$ cat src/rtl/tone_detection.sv
// -----------------------------------------------------------------------------
// tone_detection
//
// Purpose:
//   Converts the five band-pass comparator outputs into a confirmed junction
//   command. Every input is synchronised and edge-detected; rising edges are
//   counted per channel over fixed-length windows. At each window end, every
//   channel is qualified against an edge-count band. A single direction tone
//   that stays qualified for CONFIRM_WINDOWS consecutive windows raises tdEn
//   and sets the direction code on tdDir.
//
// Ports:
//   clk        in   system clock
//   rst        in   synchronous, active-high reset
//   bp1..bp5   in   asynchronous comparator outputs
//                   (STRAIGHT, LEFT, RIGHT, BACK, HOLD/cancel)
//   tdEn       out  confirmed junction command valid (registered)
//   tdDir      out  direction code 00 STRAIGHT, 01 LEFT, 10 RIGHT, 11 BACK
//   toneValid  out  per-window qualification, bit i-1 belongs to bpi
// -----------------------------------------------------------------------------
module tone_detection #(
  parameter int WINDOW_CYCLES   = 500_000,
  parameter int MIN_EDGES       = 8,
  parameter int MAX_EDGES       = 200,
  parameter int CONFIRM_WINDOWS = 3
) (
  input  logic       clk,
  input  logic       rst,
  input  logic       bp1,
  input  logic       bp2,
  input  logic       bp3,
  input  logic       bp4,
  input  logic       bp5,
  output logic       tdEn,
  output logic [1:0] tdDir,
  output logic [4:0] toneValid
);

  localparam int NUM_CH   = 5;
  localparam int WIN_W    = (WINDOW_CYCLES > 1) ? $clog2(WINDOW_CYCLES) : 1;
  localparam int STREAK_W = (CONFIRM_WINDOWS > 0) ? $clog2(CONFIRM_WINDOWS + 1) : 1;

  localparam logic [WIN_W-1:0]    WIN_LAST   = WIN_W'(WINDOW_CYCLES - 1);
  localparam logic [STREAK_W-1:0] STREAK_MAX = STREAK_W'(CONFIRM_WINDOWS);

  // The window total (count + final-cycle edge) can reach 256, so the
  // qualification bounds are compared at 9 bits and clamped to that range.
  localparam int MIN_CLAMP = (MIN_EDGES > 256) ? 256 : ((MIN_EDGES < 0) ? 0 : MIN_EDGES);
  localparam int MAX_CLAMP = (MAX_EDGES > 256) ? 256 : ((MAX_EDGES < 0) ? 0 : MAX_EDGES);
  localparam logic [8:0] MIN_L = 9'(MIN_CLAMP);
  localparam logic [8:0] MAX_L = 9'(MAX_CLAMP);

  // ---------------------------------------------------------------------------
  // Input synchronisers and rising-edge detection
  // ---------------------------------------------------------------------------
  logic [NUM_CH-1:0] bp_raw;
  logic [NUM_CH-1:0] sync1_q;
  logic [NUM_CH-1:0] sync2_q;
  logic [NUM_CH-1:0] sync3_q;
  logic [NUM_CH-1:0] rise;

  assign bp_raw = {bp5, bp4, bp3, bp2, bp1};

  generate
    for (genvar gi = 0; gi < NUM_CH; gi++) begin : g_sync
      always_ff @(posedge clk) begin
        if (rst) begin
          sync1_q[gi] <= 1'b0;
          sync2_q[gi] <= 1'b0;
          sync3_q[gi] <= 1'b0;
        end else begin
          sync1_q[gi] <= bp_raw[gi];
          sync2_q[gi] <= sync1_q[gi];
          sync3_q[gi] <= sync2_q[gi];
        end
      end

      // sync3 only exists to give a clean previous value for edge detection.
      assign rise[gi] = sync2_q[gi] & ~sync3_q[gi];
    end
  endgenerate

  // ---------------------------------------------------------------------------
  // Shared window counter
  // ---------------------------------------------------------------------------
  logic [WIN_W-1:0] win_cnt_q;
  logic             win_end;

  assign win_end = (win_cnt_q == WIN_LAST);

  always_ff @(posedge clk) begin
    if (rst) begin
      win_cnt_q <= '0;
    end else if (win_end) begin
      win_cnt_q <= '0;
    end else begin
      win_cnt_q <= win_cnt_q + WIN_W'(1);
    end
  end

  // ---------------------------------------------------------------------------
  // Per-channel saturating edge counters and window qualification
  // ---------------------------------------------------------------------------
  logic [7:0]        cnt_q [NUM_CH];
  logic [NUM_CH-1:0] valid_now;

  generate
    for (genvar gi = 0; gi < NUM_CH; gi++) begin : g_count
      logic [8:0] total;

      // An edge seen in the window's last cycle still belongs to the closing
      // window, so it is added here rather than into the cleared counter.
      assign total         = {1'b0, cnt_q[gi]} + {8'd0, rise[gi]};
      assign valid_now[gi] = (total >= MIN_L) && (total <= MAX_L);

      always_ff @(posedge clk) begin
        if (rst) begin
          cnt_q[gi] <= 8'd0;
        end else if (win_end) begin
          cnt_q[gi] <= 8'd0;
        end else if (rise[gi] && (cnt_q[gi] != 8'hFF)) begin
          cnt_q[gi] <= cnt_q[gi] + 8'd1;
        end
      end
    end
  endgenerate

  // ---------------------------------------------------------------------------
  // Direction decode: exactly one of the four direction channels qualified
  // ---------------------------------------------------------------------------
  logic [3:0] dir_vec;
  logic       dir_single;
  logic [1:0] dir_code;

  assign dir_vec    = valid_now[3:0];
  // Non-zero and a power of two means exactly one bit set.
  assign dir_single = (dir_vec != 4'd0) && ((dir_vec & (dir_vec - 4'd1)) == 4'd0);

  always_comb begin
    dir_code = 2'd0;
    unique case (dir_vec)
      4'b0010: dir_code = 2'd1;
      4'b0100: dir_code = 2'd2;
      4'b1000: dir_code = 2'd3;
      default: dir_code = 2'd0;
    endcase
  end

  // ---------------------------------------------------------------------------
  // Confirmation state and registered outputs
  // ---------------------------------------------------------------------------
  logic [1:0]          cand_q,   cand_d;
  logic [STREAK_W-1:0] streak_q, streak_d;
  logic                en_q,     en_d;
  logic [1:0]          dir_q,    dir_d;
  logic [NUM_CH-1:0]   tv_q,     tv_d;

  always_comb begin
    cand_d   = cand_q;
    streak_d = streak_q;
    en_d     = en_q;
    dir_d    = dir_q;
    tv_d     = tv_q;

    if (win_end) begin
      tv_d = valid_now;

      if (valid_now[4]) begin
        // The HOLD tone cancels any pending or confirmed command.
        streak_d = '0;
      end else if (dir_single) begin
        if ((dir_code == cand_q) && (streak_q != '0)) begin
          streak_d = (streak_q == STREAK_MAX) ? STREAK_MAX : (streak_q + STREAK_W'(1));
        end else begin
          cand_d   = dir_code;
          streak_d = STREAK_W'(1);
        end
      end else begin
        streak_d = '0;
      end

      // tdDir is only loaded together with a rising or continuing tdEn, so
      // it keeps the last confirmed direction while tdEn is low.
      if (streak_d == STREAK_MAX) begin
        en_d  = 1'b1;
        dir_d = cand_d;
      end else begin
        en_d  = 1'b0;
      end
    end
  end

  always_ff @(posedge clk) begin
    if (rst) begin
      cand_q   <= 2'd0;
      streak_q <= '0;
      en_q     <= 1'b0;
      dir_q    <= 2'd0;
      tv_q     <= '0;
    end else begin
      cand_q   <= cand_d;
      streak_q <= streak_d;
      en_q     <= en_d;
      dir_q    <= dir_d;
      tv_q     <= tv_d;
    end
  end

  assign tdEn      = en_q;
  assign tdDir     = dir_q;
  assign toneValid = tv_q;

endmodule

$ cat config.mk
export PLATFORM = sky130hd
export DESIGN_NAME = tone_detection
export DESIGN_NICKNAME = d
export VERILOG_FILES = /design/src/rtl/tone_detection.sv
export SDC_FILE = /design/constraint.sdc
export NUM_CORES = 1
export LEC_CHECK = 0
export CAP_MARGIN = 10
export CELL_PAD_IN_SITES_DETAIL_PLACEMENT = 0
export CELL_PAD_IN_SITES_GLOBAL_PLACEMENT = 2
export CORE_AREA = 2 2 119 121
export CTS_BUF_LIST = sky130_fd_sc_hd__clkbuf_4 sky130_fd_sc_hd__clkbuf_8
export CTS_CLUSTER_DIAMETER = 50
export DETAILED_ROUTE_END_ITERATION = 10
export DIE_AREA = 0 0 121 123
export PLACE_DENSITY = 0.79
export SETUP_SLACK_MARGIN = 0.15
export SLEW_MARGIN = 5
export SYNTH_ARGS = -nofsm -noshare
export SYNTH_HDL_FRONTEND = slang
export SYNTH_SLANG_ARGS = --single-unit
$ cat constraint.sdc
create_clock -name clk -period 9.85 [get_ports clk]
set_input_delay 2.4625 -clock clk [delete_from_list [all_inputs] [get_ports clk]]
set_output_delay 2.4625 -clock clk [all_outputs]
set_load 0.01 [all_outputs]
==> results.toml <==
[drt]
drt_iter0_drc = 276
wire_per_inst_um = 13.7
finalWirelength_um = 10200
postRouteAntennaNets = 0
drc = 0
dr_total_vias = 3816
dr.pass1.iters = 4
viasPerCell = 5.15

[placement]
hpwl_um = 7400
portBuffers = 14
gp_congestion = 0.748

[cts]
cts_tree = "built"
clkLatencyLatePin_ns = 0.36
post_cts.resized_instances = 0
postCtsHoldBufs = 0
cts_root_buffer = "clkbuf_8"
h-tree-depth = 3
cts.path.max_buffers = 2
path_clk_slew_ns = 0.08
post_cts_buffers = 0
cts_num_sinks = 86
cts_buffers = 9

[status]
status = "finished, final reports clean"

[yosys]
ys_warn_count = 0
seq_area_frac_synth_pct = 42.0
syn_inst = 558
ys_types = 66
synth_edf_count = 40
synth_top_cell_by_area = "edfxtp_1"
synthTopCellsByArea = "edfxtp_1 (24%), dfxtp_1 (18%), nor2_1 (7.4%)"
synth.most_common_cell = "nor2_1"
synth_ff_type = "dfxtp_1"
ys_top_cells_by_count = "nor2_1 (100), dfxtp_1 (46), nand2_1 (45), edfxtp_1 (40)"
syn_area_sq_um = 5060
synth_top_area_share_pct = 23.8
syn_nets = 581
syn-mean-instance-area_sq_um = 9.06
postSynth.asyncResetShare_pct = 0
yosys_register_bits = 86

[die]
core-area_sq_um = 13600
die_area_sq_um = 14900
io_pins = 15
num_rows = 43
die_w_um = 121
initial_core_util_pct = 37.1
die_h_um = 123

[power_and_ir_drop]
intPower_uw = 502
power.static_leakage_nw = 1.84
p_clk_share_pct = 31.5
cellPowerDensity_nw_per_um2 = 125
power_frac_comb_pct = 9.0
max-vdd-ir-drop_uv = 47.6
p_sw_uw = 179
switching_share_pct = 26.2
total_power_uw = 680
power_frac_seq_pct = 59.5

[critical_path]
timing.rr.start = "sync2_q[3]$_SDFF_PP0_"
critPathBufInv = 2
crit_fanout = 34
worstSetupEndpointType = "flip-flop"
crit_slowest_cell = "nor2_1"
cpPeakStageDelay_ns = 0.62
cp.required_ns = 9.88
crit_arrival_ns = 4.55
crit_chain = "clkdlybuf4s50_1, buf_4, nor2_1, o211ai_1, nand2_1"
r2r_end = "tdDir[0]$_SDFFE_PP0P_"
critPathTopFamily = "simple AND/OR/NAND/NOR gates"
ff2ff_setup_slack_ns = 6.12
start_kind = "input pin"
critPathKind = "in -> reg"
r2r_cells = 12

[hold_path]
hold_depth = 1
worst_hold_startpoint = "sync1_q[0]$_SDFF_PP0_"
hold_path.class = "reg -> reg"
hold_end = "sync2_q[0]$_SDFF_PP0_"

[sta]
finalSetupTns_ns = 0
min_period_ns = 4.53
drv_slew = 0
relSlewSlack_pct = 27.6
tightest_slew_ns = 1.08
skew_ns = 0.0195
fin_crit_sh_pct = 46.0
hold_viol_final = 0
holdWs_ns = 0.437
rsz0062_at_grt = "false"
clock.fmax_mhz = 221
finalSetupViolations = 0

[grt]
grt_pass1_wl_um = 17200
grt_overflow_total = 0
met3_usage_pct = 2.68
grt_use_met2_pct = 23.2
grt_util_met1_pct = 19.4
grt_usage_pct = 14.4
grt_max_degree = 35
antenna_found_initial = 0
first_global_vias = 3561
busiest_layer = "met2"

[cells_and_area]
syn2layout_area_growth_pct = 7.89
num_antenna_cells = 0
finalNetCount = 579
drive_above_1_share_pct = 6.06
nFillCells = 1364

[run]
max_cap_violations = 0
[worst max path at each step]
stage / start / endpoint / slack (ns) / depth (start not counted)
2_1_floorplan: rst / cnt_q[2][0]$_SDFFCE_PN0P_ / 6.27 / 3
3_3_place_gp: rst / cnt_q[2][2]$_SDFFCE_PN0P_ / 4.99 / 5
3_5_place_dp: rst / cnt_q[2][4]$_SDFFCE_PN0P_ / 5.00 / 5
4_1_cts: rst / cnt_q[2][1]$_SDFFCE_PN0P_ / 5.31 / 5
5_1_grt: rst / cnt_q[2][1]$_SDFFCE_PN0P_ / 5.18 / 5
6_report: rst / cnt_q[2][1]$_SDFFCE_PN0P_ / 5.32 / 5
[placed cells by master, fill, tap and decap left out, drive strengths merged, types with 3 or more instances in the layout]
cell type,instances
dfxtp,46
nor4b,5
a31oi,4
inv,13
edfxtp,40
clkdlybuf4s50,14
nand4,14
a211o,4
nand2b,3
nor2b,23
o221ai,3
mux2i,3
clkinv,7
xor2,26
clkbuf,9
ha,16
and3,11
nand2,45
a21boi,4
nor3,12
nand3,33
o22ai,3
or3,11
a21oi,12
nor3b,3
nor4,7
o21ai,16
xnor2,33
nor2,102
[cell type report]
type                    instances  area (sq um)  share of cell area, %
clock buffers                   9           124                   2.27
clock inverters                 7          41.3                  0.757
multi-input cells             430          2740                   50.2
flip-flops and latches         86          2120                   38.9
repair buffers                 16           155                   2.84
inverters                      13          48.8                  0.894
well taps                     180           225                   4.13
[kinds of logic after synthesis]
group           Yosys count  share of synthesized area (%)
fa+ha+maj                16                           3.96
flops                    86                           42.0
xor+xnor                 59                           10.2
mux                       5                           1.11
simple gates            276                           27.4
buf+inv                  42                           3.96
compound gates           74                           11.4
[power by group through the flow]
stage / combinational [mW] / sequential (mW) / clock, mW
2_1_floorplan: 0.0573 / 0.402 / 0
3_3_place_gp: 0.0605 / 0.413 / 0
3_5_place_dp: 0.0611 / 0.413 / 0
4_1_cts: 0.0619 / 0.405 / 0.225
5_1_grt: 0.0691 / 0.408 / 0.235
6_report: 0.0610 / 0.405 / 0.214
[sequential cells by signal, summed over array words and instances (netlist names)]
register   count
toneValid      5
sync3_q        5
tdDir          2
streak_q       2
tdEn           1
win_cnt_q     19
cnt_q         40
sync1_q        5
sync2_q        5
cand_q         2
[worst reg2reg max path, stage by stage (launching register included)]
cell and delay (ns):
dfxtp_1 0.32, nor2b_1 0.21, ha_1 0.26, ha_1 0.34
nand3_1 0.16, mux2i_1 0.15, o22ai_1 0.26, a221oi_2 0.15
nor2_1 0.68, o41ai_2 0.18, a2bb2oi_2 0.23, o311ai_4 0.36
mux2_4 0.33
[stage by stage]
step | std cells | worst slack [ns] | instance area, sq um | utilization [%]
after CTS | 741 | 5.31 | 5460 | 40.1
after floorplan | 558 | 6.27 | 5060 | -
after global routing | 741 | 5.18 | 5460 | 40.1
after global placement | 725 | 4.99 | 5290 | 38.9
final | 741 | 5.32 | 5460 | 40.1
after detailed placement | 725 | 5.00 | 5290 | 38.9
[per-layer routing]
| metal | share of wire [%] | vias to the layer above |
|---|---|---|
| met4 | 1.7 | 0 |
| met5 | 0 | - |
| met3 | 3.4 | 15 |
| met1 | 50 | 1769 |
| met2 | 45 | 52 |
| li1 | - | 1980 |
(Power assumes the default switching activity.)
